===== config.mk =====
export PLATFORM = sky130hd
export DESIGN_NAME = spi_master_ctrl
export DESIGN_NICKNAME = d
export VERILOG_FILES = /design/src/rtl/spi_pkg.sv /design/src/rtl/spi_clock.sv /design/src/rtl/spi_master_ctrl.sv
export SDC_FILE = /design/constraint.sdc
export NUM_CORES = 1
export LEC_CHECK = 0
export CORE_AREA = 10 10 106 108
export DETAILED_ROUTE_END_ITERATION = 8
export DIE_AREA = 0 0 116 118
export PLACE_DENSITY = 0.51
export SLEW_MARGIN = 20
export SYNTH_ARGS = -nofsm -noshare
export SYNTH_HDL_FRONTEND = slang
export SYNTH_SLANG_ARGS = --single-unit

===== constraint.sdc =====
create_clock -name Clk_I -period 2.3 [get_ports Clk_I]
set_input_delay 0.23 -clock Clk_I [delete_from_list [all_inputs] [get_ports Clk_I]]
set_output_delay 0.23 -clock Clk_I [all_outputs]
set_load 0.02 [all_outputs]

===== src/rtl/spi_pkg.sv =====
// Shared SPI definitions: controller state encoding, SCK divider derivation
// and the CPHA-dependent role (sample / shift) of each SCK edge.
package spi_pkg;

    typedef enum logic [1:0] {
        ST_IDLE  = 2'd0,
        ST_SETUP = 2'd1,
        ST_SHIFT = 2'd2,
        ST_HOLD  = 2'd3
    } spi_state_t;

    // System clocks per SCK period; system clock in MHz, SCK in kHz.
    function automatic int unsigned calc_clk_div(input int unsigned clk_mhz,
                                                 input int unsigned sck_khz);
        return (clk_mhz * 32'd1000) / sck_khz;
    endfunction

    // CPHA=0 samples on the leading edge, CPHA=1 on the trailing edge.
    function automatic logic is_sample_edge(input logic cpha, input logic first_edge);
        return first_edge ^ cpha;
    endfunction

    // The very first leading edge (CPHA=1) and the final trailing edge (CPHA=0)
    // must not advance MOSI.
    function automatic logic is_shift_edge(input logic cpha,
                                           input logic first_edge,
                                           input logic frame_first,
                                           input logic frame_last);
        return cpha ? (first_edge & ~frame_first) : (~first_edge & ~frame_last);
    endfunction

endpackage


===== src/rtl/spi_clock.sv =====
// SCK generator: toggles every CLK_DIV/2 cycles while enabled and flags which
// edge (leading / trailing relative to CPOL) happens at the coming clock edge.
module spi_clock #(
    parameter int unsigned CLK_DIV = 4,
    parameter int unsigned CPOL    = 0
) (
    input  logic i_clk,
    input  logic i_rst,
    input  logic i_en,
    output logic o_sck,
    output logic o_first_edge_c,
    output logic o_second_edge_c
);

    localparam int unsigned HALF  = CLK_DIV / 2;
    localparam int unsigned DIV_W = $clog2(HALF);
    localparam logic        IDLE_LVL = 1'(CPOL);

    logic [DIV_W-1:0] r_div_cnt;
    logic             r_sck;
    logic             w_tick;

    assign w_tick = i_en && (r_div_cnt == DIV_W'(HALF - 1));

    always_ff @(posedge i_clk) begin
        if (i_rst || !i_en) begin
            r_div_cnt <= '0;
            r_sck     <= IDLE_LVL;
        end else if (w_tick) begin
            r_div_cnt <= '0;
            r_sck     <= ~r_sck;
        end else begin
            r_div_cnt <= r_div_cnt + DIV_W'(1);
        end
    end

    assign o_sck           = r_sck;
    assign o_first_edge_c  = w_tick && (r_sck == IDLE_LVL);
    assign o_second_edge_c = w_tick && (r_sck != IDLE_LVL);

endmodule


===== src/rtl/spi_master_ctrl.sv =====
// Single-frame SPI master: CS setup, DATA_WIDTH-bit full-duplex shift in any
// CPOL/CPHA mode, CS hold, then a one-cycle RxValid_O strobe.
module spi_master_ctrl
    import spi_pkg::*;
#(
    parameter int unsigned CLK_FREQ     = 50,
    parameter int unsigned SPI_CLK_FREQ = 1000,
    parameter int unsigned CPOL         = 0,
    parameter int unsigned CPHA         = 0,
    parameter int unsigned DATA_WIDTH   = 16,
    parameter int unsigned CS_SETUP     = 2,
    parameter int unsigned CS_HOLD      = 2
) (
    input  logic                  Clk_I,
    input  logic                  RstN_I,
    input  logic                  TxValid_I,
    input  logic [DATA_WIDTH-1:0] TxData_I,
    output logic                  TxReady_O,
    output logic [DATA_WIDTH-1:0] RxData_O,
    output logic                  RxValid_O,
    output logic                  Busy_O,
    output logic                  SCK_O,
    output logic                  MOSI_O,
    input  logic                  MISO_I,
    output logic                  CS_N_O
);

    localparam int unsigned CLK_DIV = calc_clk_div(CLK_FREQ, SPI_CLK_FREQ);
    localparam int unsigned EDGE_W  = $clog2(2 * DATA_WIDTH);
    localparam int unsigned CNT_MAX = (CS_SETUP > CS_HOLD) ? CS_SETUP : CS_HOLD;
    localparam int unsigned CNT_W   = $clog2(CNT_MAX + 1);
    localparam logic [EDGE_W-1:0] LAST_EDGE = EDGE_W'(2 * DATA_WIDTH - 1);

    spi_state_t            r_state, w_state_nxt;
    logic [CNT_W-1:0]      r_cnt, w_cnt_nxt;
    logic                  r_sck_en, w_sck_en_nxt;
    logic                  w_load, w_done;
    logic                  w_rst;
    logic                  w_first_edge, w_second_edge, w_edge;
    logic                  w_sample, w_shift;
    logic [EDGE_W-1:0]     r_edge_cnt;
    logic [DATA_WIDTH-2:0] r_tx;
    logic [DATA_WIDTH-1:0] r_rx, r_rx_data;
    logic                  r_mosi, r_cs_n, r_rx_valid, r_tx_ready, r_busy;

    assign w_rst = ~RstN_I;

    spi_clock #(
        .CLK_DIV (CLK_DIV),
        .CPOL    (CPOL)
    ) u_spi_clock (
        .i_clk           (Clk_I),
        .i_rst           (w_rst),
        .i_en            (r_sck_en),
        .o_sck           (SCK_O),
        .o_first_edge_c  (w_first_edge),
        .o_second_edge_c (w_second_edge)
    );

    assign w_edge   = w_first_edge | w_second_edge;
    assign w_sample = w_edge && is_sample_edge(1'(CPHA), w_first_edge);
    assign w_shift  = w_edge && is_shift_edge(1'(CPHA), w_first_edge,
                                              r_edge_cnt == '0, r_edge_cnt == LAST_EDGE);

    always_ff @(posedge Clk_I) begin
        if (!RstN_I) begin
            r_state  <= ST_IDLE;
            r_cnt    <= '0;
            r_sck_en <= 1'b0;
        end else begin
            r_state  <= w_state_nxt;
            r_cnt    <= w_cnt_nxt;
            r_sck_en <= w_sck_en_nxt;
        end
    end

    always_comb begin
        w_state_nxt  = r_state;
        w_cnt_nxt    = r_cnt;
        w_sck_en_nxt = r_sck_en;
        w_load       = 1'b0;
        w_done       = 1'b0;
        case (r_state)
            ST_IDLE: begin
                if (TxValid_I) begin
                    w_load      = 1'b1;
                    w_cnt_nxt   = '0;
                    w_state_nxt = ST_SETUP;
                end
            end
            ST_SETUP: begin
                if (r_cnt == CNT_W'(CS_SETUP - 1)) begin
                    w_cnt_nxt    = '0;
                    w_sck_en_nxt = 1'b1;
                    w_state_nxt  = ST_SHIFT;
                end else begin
                    w_cnt_nxt = r_cnt + CNT_W'(1);
                end
            end
            ST_SHIFT: begin
                if (w_edge && (r_edge_cnt == LAST_EDGE)) begin
                    w_sck_en_nxt = 1'b0;
                    w_state_nxt  = ST_HOLD;
                end
            end
            ST_HOLD: begin
                if (r_cnt == CNT_W'(CS_HOLD - 1)) begin
                    w_cnt_nxt   = '0;
                    w_done      = 1'b1;
                    w_state_nxt = ST_IDLE;
                end else begin
                    w_cnt_nxt = r_cnt + CNT_W'(1);
                end
            end
            default: begin
                w_sck_en_nxt = 1'b0;
                w_state_nxt  = ST_IDLE;
            end
        endcase
    end

    // Datapath: MOSI holds the current bit, r_tx the bits still to be sent.
    always_ff @(posedge Clk_I) begin
        if (!RstN_I) begin
            r_tx       <= '0;
            r_rx       <= '0;
            r_rx_data  <= '0;
            r_mosi     <= 1'b0;
            r_cs_n     <= 1'b1;
            r_rx_valid <= 1'b0;
            r_edge_cnt <= '0;
            r_tx_ready <= 1'b1;
            r_busy     <= 1'b0;
        end else begin
            r_rx_valid <= 1'b0;
            r_tx_ready <= (w_state_nxt == ST_IDLE);
            r_busy     <= (w_state_nxt != ST_IDLE);
            if (w_load) begin
                r_tx       <= TxData_I[DATA_WIDTH-2:0];
                r_mosi     <= TxData_I[DATA_WIDTH-1];
                r_cs_n     <= 1'b0;
                r_edge_cnt <= '0;
            end
            if (w_edge) begin
                r_edge_cnt <= r_edge_cnt + EDGE_W'(1);
            end
            if (w_shift) begin
                r_mosi <= r_tx[DATA_WIDTH-2];
                r_tx   <= r_tx << 1;
            end
            if (w_sample) begin
                r_rx <= {r_rx[DATA_WIDTH-2:0], MISO_I};
            end
            if (w_done) begin
                r_cs_n     <= 1'b1;
                r_mosi     <= 1'b0;
                r_rx_data  <= r_rx;
                r_rx_valid <= 1'b1;
            end
        end
    end

    assign TxReady_O = r_tx_ready;
    assign Busy_O    = r_busy;
    assign MOSI_O    = r_mosi;
    assign CS_N_O    = r_cs_n;
    assign RxData_O  = r_rx_data;
    assign RxValid_O = r_rx_valid;

endmodule


==> impl_metrics.json, run 1 <==
{
  "final.setup.tns_ns": 0,
  "path_buf_inv": 0,
  "ctsResizeCount": 0,
  "start_util_pct": 29.6,
  "hold-path-endpoint": "CS_N_O",
  "syn_nets": 295,
  "numCtsBuffers": 9,
  "fmax_ghz": 0.520,
  "hpwl_um": 4010,
  "crit_fanout": 16,
  "leakagePower_nw": 1.21,
  "final_util_pct": 37.7,
  "maxSlewHeadroom_pct": 56.5,
  "p_per_area_mw_per_mm2": 749,
  "endpoint_kind": "register",
  "ys_ff_latch": 68,
  "rows": 35,
  "min_period_over_period_pct": 83.7,
  "r2r_end": "r_tx[0]",
  "antenna_found_initial": 0,
  "ctsHoldBuffers": 0,
  "ant_nets": 0,
  "synth_area_leaders": "dfxtp_1 (51%), nand2_1 (7.0%), mux2i_1 (6.3%)",
  "synth.top_cell.area_share_pct": 50.5,
  "crit_slowest_cell": "or2_1",
  "gp_congestion": 0.776,
  "regToRegSetupSlack_ns": 0.38,
  "io_pins": 42,
  "drt_iter0_drc": 136,
  "synth_cell_types": 42,
  "syn_inst": 271,
  "crit_arrival_ns": 2.16,
  "tritoncts": "done",
  "cts_buffer_depth": 2,
  "ys_seq_area_share_pct": 50.5,
  "outcome": "completed",
  "firstDrtPassIters": 4,
  "synth_area_mm2": 0.00269,
  "vias_per_cell": 4.83,
  "worstHoldStart": "CS_N_O",
  "cts_post_setup_buffers_inserted": 0,
  "cts_sinks": 68,
  "max_stage_delay_ns": 0.46,
  "maxCapViolations": 0,
  "seqCellArea_mm2": 0.00136,
  "synth_edf_count": 0,
  "ys_async_sr_fraction_pct": 0,
  "peakVddDrop_v": 0.000291,
  "rr_startpoint": "r_edge_cnt[0]",
  "first_global_vias": 2040,
  "cp_cell_sequence": "ha_1, and3_1, ha_1, nand3b_1, or2_1, and3_1",
  "die_x_um": 116,
  "crit_type": "register to register",
  "clk_latency_ns": 0.34,
  "layout_min_cycle_time_ns": 1.92,
  "syn_to_final_growth_pct": 27.4,
  "start_kind": "register",
  "die_h_um": 118,
  "track_usage_pct": 8.74,
  "yosys_most_used_dff": "dfxtp_1",
  "diodes": 0,
  "fp.coreArea_mm2": 0.00911,
  "yosysWarnings": 0,
  "fin_nets": 336,
  "die_area_mm2": 0.0137,
  "yosysTopAreaCell": "dfxtp_1",
  "drive_above_1_share_pct": 11.1,
  "cts_root_buffer": "clkbuf_8",
  "skew_ns": 0.00663,
  "cts.clk_slew.worst_paths_ns": 0.07,
  "grt_max_degree": 23,
  "hold_viol_final": 0,
  "grt_pass1_wl_um": 9730,
  "wire_per_inst_um": 13.6,
  "reg2regPathDepth": 6,
  "worst-slew-pin-transition_ns": 0.652,
  "min_path_cells": 2,
  "rsz0062_at_grt": "false",
  "htreeDepth": 3,
  "routed_wl_um": 5820,
  "finalMaxSlewViolations": 0,
  "crit_start": "r_edge_cnt[0]",
  "setup_viol": 0,
  "num_vias": 2062,
  "nFillCells": 920,
  "port_buffers": 41,
  "holdWs_ns": 0.451,
  "overflow": 0,
  "synth.avg_cell_area_um2": 9.94,
  "hp-class": "register to register",
  "drc": 0,
  "multi_input_area_mm2": 0.00119,
  "cp.required_ns": 2.54,
  "crit_family": "simple AND/OR/NAND/NOR gates"
}
[registers in the layout, indices dropped and copies added (netlist names)]
name                   count
Busy_O                     1
CS_N_O                     1
MOSI_O                     1
RxData_O                  16
RxValid_O                  1
TxReady_O                  1
r_cnt                      2
r_edge_cnt                 5
r_rx                      16
r_sck_en                   1
r_state                    2
r_tx                      15
u_spi_clock.o_sck          1
u_spi_clock.r_div_cnt      5
[Yosys cell counts, types with 2 or more instances]
library cell and n:
buf_4 3, and3_1 2, nor3_4 2, ha_1 4, o211ai_1 3, dfxtp_1 68
clkbuf_1 8, a21oi_1 3, inv_2 3, nand2_1 50, buf_2 5, nor2b_1 4
xnor2_1 3, nand4_1 2, o31ai_1 14, xor2_1 2, inv_1 3, o21ai_0 5
nor2_1 7, mux2i_1 17, a22o_1 16, buf_6 3, nand3_1 6, or4_1 2
nor3_1 2, a31oi_1 17, o21a_1 2
[layout by cell type (no fill, tap or decap), types with 2 or more instances in the layout]
cell type / Yosys / routed
xor2_1: 2 / 2
o21a_1: 2 / 2
a21oi_1: 3 / 3
dfxtp_1: 68 / 68
nor3_4: 2 / 2
a22o_1: 16 / 16
inv_1: 3 / 3
nor2b_1: 4 / 4
bufinv_16: 0 / 3
clkbuf_8: 0 / 9
a31oi_1: 17 / 17
buf_4: 3 / 9
o21ai_0: 5 / 5
xnor2_1: 3 / 3
o31ai_1: 14 / 14
clkinvlp_4: 0 / 2
or4_1: 2 / 2
o211ai_1: 3 / 3
inv_2: 3 / 3
mux2i_1: 17 / 17
clkdlybuf4s50_1: 0 / 41
nand4_1: 2 / 2
nor2_1: 7 / 7
ha_1: 4 / 4
and3_1: 2 / 2
nor3_1: 2 / 2
nand3_1: 6 / 6
nand2_1: 50 / 50
[per-stage QoR]
stage,cells,cell area [um2],power (mW),worst slack [ns]
detailed placement,412,3190,1.43,0.378
global placement,412,3190,1.43,0.415
floorplan,271,2690,1.35,0.509
finish,427,3430,2.57,0.376
CTS,427,3430,2.62,0.370
global route,427,3430,2.67,0.262
[worst reg2reg max path: stages, from the launching register on]
cell      delay (ns)
dfxtp_1         0.34
ha_1            0.22
and3_1          0.19
ha_1            0.18
nand3b_1        0.17
or2_1           0.46
and3_1          0.28
[worst max-delay path by stage]
| stage | end | slack [ns] | cells past startpoint |
|---|---|---|---|
| 6_report | r_tx[0] | 0.38 | 6 |
| 5_1_grt | MOSI_O | 0.26 | 6 |
| 4_1_cts | r_tx[0] | 0.37 | 6 |
| 3_5_place_dp | r_tx[0] | 0.38 | 6 |
| 3_3_place_gp | r_tx[0] | 0.41 | 6 |
| 2_1_floorplan | r_tx[10] | 0.51 | 8 |
[logic make-up (layout without fill, tap and decap cells)]
family,after synthesis,in the layout,synth area share [%]
flip-flops,68,68,50.5
buffers and inverters,26,71,5.16
AND/OR/NAND/NOR,85,85,16.6
multiplexers,18,18,6.73
adder cells (fa/ha/maj),4,4,1.86
XOR/XNOR,5,5,1.63
AO/OA/AOI/OAI,65,65,17.5
[layer usage]
metal | global-route usage (%) | up-vias | wire (um)
met5 | 0 | - | 0
met4 | 3.99 | 0 | 101
met3 | 3.47 | 8 | 383
met2 | 13.3 | 55 | 2550
met1 | 10.4 | 946 | 2780
li1 | - | 1053 | -
[cell type report]
cell class | count | share of cell area, %
Timing Repair Buffer | 50 | 13.9
Clock buffer | 9 | 3.61
Clock inverter | 6 | 3.32
Inverter | 6 | 0.656
Sequential cell | 68 | 39.7
Tap cell | 111 | 4.05
Multi-Input combinational cell | 177 | 34.8
[power by group]
group,switching (mW),internal [mW]
Sequential,0.0220,1.21
Clock,0.458,0.716
Combinational,0.0863,0.0825
Total,0.566,2.00
Note: power is estimated with default switching activity, not from simulation.
==> run 2: changes to the inputs <==
- clock period: 2.3 -> 1.8 ns (I/O delays scaled with it)
==> impl_metrics.json, run 2 (synthesized netlist as in run 1, its figures left out) <==
{
  "skew_ns": 0.00973,
  "hp-class": "input port to register",
  "ant_nets": 0,
  "num_vias": 2087,
  "overflow": 0,
  "pre_cts_ws_ns": 0.0419,
  "start_kind": "register",
  "io_pins": 42,
  "crit_slowest_cell": "dfxtp_2",
  "firstDrtPassIters": 4,
  "hpwl_um": 4200,
  "rows": 35,
  "crit_fanout": 7,
  "multi_input_area_mm2": 0.00125,
  "crit_arrival_ns": 1.96,
  "dp.cells": 427,
  "track_usage_pct": 9.03,
  "nFillCells": 900,
  "leakagePower_nw": 1.27,
  "antenna_found_initial": 0,
  "layout_common_cells": "dfxtp_1 (67), nand2_1 (50), clkdlybuf4s50_1 (41)",
  "cts.clk_slew.worst_paths_ns": 0.08,
  "drt_iter0_drc": 87,
  "syn_to_final_growth_pct": 32.2,
  "hold_viol_final": 0,
  "seqCellArea_mm2": 0.00136,
  "max_stage_delay_ns": 0.33,
  "min_period_over_period_pct": 93.8,
  "crit_family": "simple AND/OR/NAND/NOR gates",
  "drive_above_1_share_pct": 18.1,
  "first_global_vias": 2095,
  "regToRegSetupSlack_ns": 0.11,
  "peakVddDrop_v": 0.000347,
  "cts_root_buffer": "clkbuf_8",
  "outcome": "completed",
  "die_h_um": 118,
  "numCtsBuffers": 9,
  "fmax_ghz": 0.593,
  "maxCapViolations": 0,
  "cp_common_cell": "ha_2",
  "final_cells": 443,
  "cp.required_ns": 2.08,
  "routed_wl_um": 6010,
  "cts_sinks": 68,
  "layout_commonest_cell": "dfxtp_1",
  "final.setup.tns_ns": 0,
  "diodes": 0,
  "layout_min_cycle_time_ns": 1.69,
  "fin_nets": 351,
  "htreeDepth": 3,
  "path_buf_inv": 1,
  "fin_ws_ns": 0.112,
  "worst-slew-pin-transition_ns": 0.300,
  "die_x_um": 116,
  "maxSlewHeadroom_pct": 79.8,
  "cts_post_setup_buffers_inserted": 0,
  "start_util_pct": 29.6,
  "tritoncts": "done",
  "setup_viol": 0,
  "grt_pass1_wl_um": 10100,
  "cp_cell_sequence": "ha_2, and3_1, ha_2, nand3b_1, or2_4, buf_6, a31oi_4",
  "fp.coreArea_mm2": 0.00911,
  "clk_latency_ns": 0.35,
  "gp_congestion": 0.758,
  "cts_buffer_depth": 2,
  "wire_per_inst_um": 13.6,
  "grt_max_degree": 23,
  "p_per_area_mw_per_mm2": 825,
  "finalMaxSlewViolations": 0,
  "rsz0062_at_grt": "false",
  "port_buffers": 41,
  "die_area_mm2": 0.0137,
  "endpoint_kind": "register",
  "drc": 0,
  "crit_type": "register to register",
  "vias_per_cell": 4.71
}
-- run 2: cell types whose count changed in the layout (fill, tap and decap cells not counted), moves of 3 or more --
cell / before / now
buf_4: 9 / 20
bufinv_16: 3 / 0
buf_6: 0 / 3
a31oi_1: 17 / 14
-- run 2: tightest hold or removal path: cells and delay by family --
family	cells	cell delay, ns
buffers and inverters	1	0.39
AOI/OAI and AO/OA	1	0.07
and+or+nand+nor	1	0.06
-- run 2: timing repair --
action,4_1_cts,5_1_grt
setup endpoints to repair,0,15
hold buffers,0,0
resized for setup,0,12
-- run 2: metal layers --
layer	vias up	global-route usage, %	share of wire [%]
met5	-	0	0
met3	4	4.99	7.4
li1	1083	-	-
met2	51	13.2	45
met1	949	11.0	47
met4	0	2.58	0.82
-- run 2: power breakdown --
group / switching (mW) / leakage (nW) / internal [mW] / total, mW
combinational: 0.121 / 0.628 / 0.122 / 0.243
clock: 0.622 / 0.0860 / 0.506 / 1.13
sequential: 0.0265 / 0.552 / 1.54 / 1.57
-- run 2: layout make-up --
type | instances | share of cell area, %
sequential | 68 | 38.3
multi-input combinational | 177 | 35.0
timing repair buffer | 65 | 17.3
tap | 111 | 3.90
clock buffer | 9 | 3.48
clock inverter | 7 | 1.44
inverter | 6 | 0.632
-- run 2: stage by stage --
stage,cell area [um2],util (%),hold WS (ns),power (mW)
3_3_place_gp,3320,36.4,0.434,1.84
6_report,3560,39.1,0.395,2.94
5_1_grt,3560,39.1,0.397,3.10
3_5_place_dp,3320,36.4,0.436,1.84
4_1_cts,3490,38.4,0.381,2.98
2_1_floorplan,2690,-,0.322,1.73
-- run 2: path summary, 6_finish.rpt --
| check | from | to | cells past startpoint |
|---|---|---|---|
| min | TxData_I[4] | r_tx[4] | 3 |
| max | r_edge_cnt[0] | r_tx[5] | 7 |
| min reg2reg | CS_N_O | CS_N_O | 2 |
| max reg2reg | r_edge_cnt[0] | r_tx[5] | 7 |
==> edit, RTL diff (settings of run 2) <==
`CPOL` is set to 0 in 2 places; all go to 1.
--- a/src/rtl/spi_clock.sv
+++ b/src/rtl/spi_clock.sv
@@ -3,5 +3,5 @@
 module spi_clock #(
     parameter int unsigned CLK_DIV = 4,
-    parameter int unsigned CPOL    = 0
+    parameter int unsigned CPOL    = 1
 ) (
     input  logic i_clk,
--- a/src/rtl/spi_master_ctrl.sv
+++ b/src/rtl/spi_master_ctrl.sv
@@ -6,5 +6,5 @@
     parameter int unsigned CLK_FREQ     = 50,
     parameter int unsigned SPI_CLK_FREQ = 1000,
-    parameter int unsigned CPOL         = 0,
+    parameter int unsigned CPOL         = 1,
     parameter int unsigned CPHA         = 0,
     parameter int unsigned DATA_WIDTH   = 16,
Check against the original RTL: not equivalent (Yosys sat finds a counterexample within 4 cycles, from zero or initial values and one cycle with RstN_I low).
==> edit against run 2 <==
  * The run now ends with negative setup slack left
  * Design area rose by 2.1%
  * Die area did not move
  * Sequential cell count is the same
  * Setup slack got worse by 0.23 ns
  * Total power grew 13%
  * Sequential share of layout area fell by 0.74 points
  * Wire length increased by 3.5%
  * Fmax shrank 12%
  * Area after synthesis fell by 0.14%
==> edit: results (changes against run 2) <==
| Metric | Value |
|---|---|
| Final nets | `345 (was 351)` |
| Synth area leaders | `dfxtp_1 51%, nand2_1 7.4%, mux2i_1 6.0%, a22o_1 5.2%, a311oi_2 5.0% (was dfxtp_1 51%, nand2_1 7.0%, mux2i_1 6.3%, a22o_1 5.2%, a31oi_1 3.9%)` |
| # placed instances | `420 (was 427)` |
| Xor-xnor portion of the synthesized cell area | `0.0163 (about the same)` |
| Crit path DAT | `2.17 ns (was 1.96 ns)` |
| Post-Route WL | `6220 um (was 6010 um)` |
| Initial drt markers | `86 (was 87)` |
| Setup TNS | `-1.41 ns (was 0 ns)` |
| First-pass GRT wire length | `10,400 um (was 10,100 um)` |
| Syn_nets | `296 (was 295)` |
| CP max-delay cell | `or3b_4 (was dfxtp_2)` |
| Global placement routability congestion | `0.704 (was 0.758)` |
| Failing checks | `negative setup slack` |
| Commonest cells in the netlist | `68 x dfxtp_1, 53 x nand2_1, 16 x a22o_1, 16 x mux2i_1, 15 x nor3_1 (was 68 x dfxtp_1, 50 x nand2_1, 17 x a31oi_1, 17 x mux2i_1, 16 x a22o_1)` |
| Crit path largest cell delay | `0.37 ns (was 0.33 ns)` |
| Worst vdd ir | `408 uV (was 347 uV)` |
| Outcome | `finished, violations left (was complete, no violations)` |
| Synth Area in Compound Gates | `0.164 (was 0.175)` |
| Final Skew | `0.00840 ns (was 0.00973 ns)` |
| DP HPWL | `4230 um (was 4200 um)` |
| Num CTS Buffers | `9 (unchanged)` |
| Pre-CTS setup slack | `-0.212 ns (was 0.0419 ns)` |
| Delay-heaviest family, CP | `simple AND/OR/NAND/NOR gates (unchanged)` |
| Adder-Cell Fraction of Synth Area | `0.0186 (about the same)` |
| Setup ws final | `-0.117 ns (was 0.112 ns)` |
| Post-synthesis sequential area ratio | `0.506 (was 0.505)` |
| Vias in the first global route | `2,094 (was 2,095)` |
| Sw frac | `0.224 (was 0.262)` |
| Via density | `4.81 (was 4.71)` |
| Synth Area per Inst | `9.89 um2 (was 9.94 um2)` |
| Final setup viols | `16 (was 0)` |
| Non-Filler Instances | `436 (was 443)` |
| DP Area | `3320 um2 (about the same)` |
| Ratio of cells with drive above 1 in the final layout | `0.188 (was 0.181)` |
| Multiplexer area fraction after synthesis | `0.0637 (was 0.0673)` |
| Static Leakage | `1.27 nW (about the same)` |
| Largest net degree at the start of global routing | `22 (was 23)` |
| Crit path max fanout | `8 (was 7)` |
| Synth unique cells | `41 (was 42)` |
## edit: layout make-up
type / instances / area [um2]
inverter: 5 / 18.8
sequential: 68 / 1360
tap: 111 / 139
clock buffer: 9 / 124
fill: 932 / 5470
multi-input combinational: 176 / 1270
timing repair buffer: 61 / 606
clock inverter: 6 / 114
## edit: metrics by stage
| stage | util | hold WS [ns] |
|---|---|---|
| finish | 0.399 | 0.433 |
| global route | 0.399 | 0.430 |
| CTS | 0.397 | 0.413 |
| detailed placement | 0.365 | 0.437 |
| global placement | 0.365 | 0.433 |
| floorplan | - | 0.272 |
## edit: power groups by stage
stage	Sequential [mW]	Combinational (mW)	Clock [mW]
floorplan	1.60	0.120	0
global placement	1.60	0.223	0
CTS	1.57	0.233	1.55
global route	1.57	0.255	1.62
detailed placement	1.60	0.225	0
finish	1.57	0.232	1.52
## edit: cells by family after synthesis
family / Yosys count
AND/OR/NAND/NOR: 102
AO/OA/AOI/OAI: 48
adder cells (fa/ha/maj): 4
XOR/XNOR: 5
multiplexers: 17
buffers and inverters: 28
flip-flops: 68
## edit: metal layers
layer  up-vias  part of all wire  track usage
met5         -                 0            0
met4         0            0.0092       0.0329
met3         7             0.073       0.0449
met2        55              0.43        0.139
met1       963              0.48        0.114
li1       1073                 -            -
## edit: tightest hold or removal path: cells and delay by family
family / cells / cell delay, ns
compound gates: 1 / 0.08
buf+inv: 1 / 0.39
simple gates: 1 / 0.07
## edit: path summary, 6_finish.rpt
kind | start | to | slack (ns) | cells after the start
worst max-delay path | r_edge_cnt[0]$_SDFFE_PN0P_ | r_tx[2]$_SDFFE_PN0P_ | -0.12 | 7
worst min-delay path | TxData_I[13] | r_tx[13]$_SDFFE_PN0P_ | 0.43 | 3
worst max register to register | r_edge_cnt[0]$_SDFFE_PN0P_ | r_tx[2]$_SDFFE_PN0P_ | -0.12 | 7
worst min register to register | CS_N_O$_SDFFE_PP1P_ | CS_N_O$_SDFFE_PP1P_ | 0.44 | 2
## edit: what timing repair did
item	CTS	global route
gates cloned	0	0
setup buffers	1	0
setup endpoints to repair	16	16
gates resized for setup	10	3
pin swaps	8	0
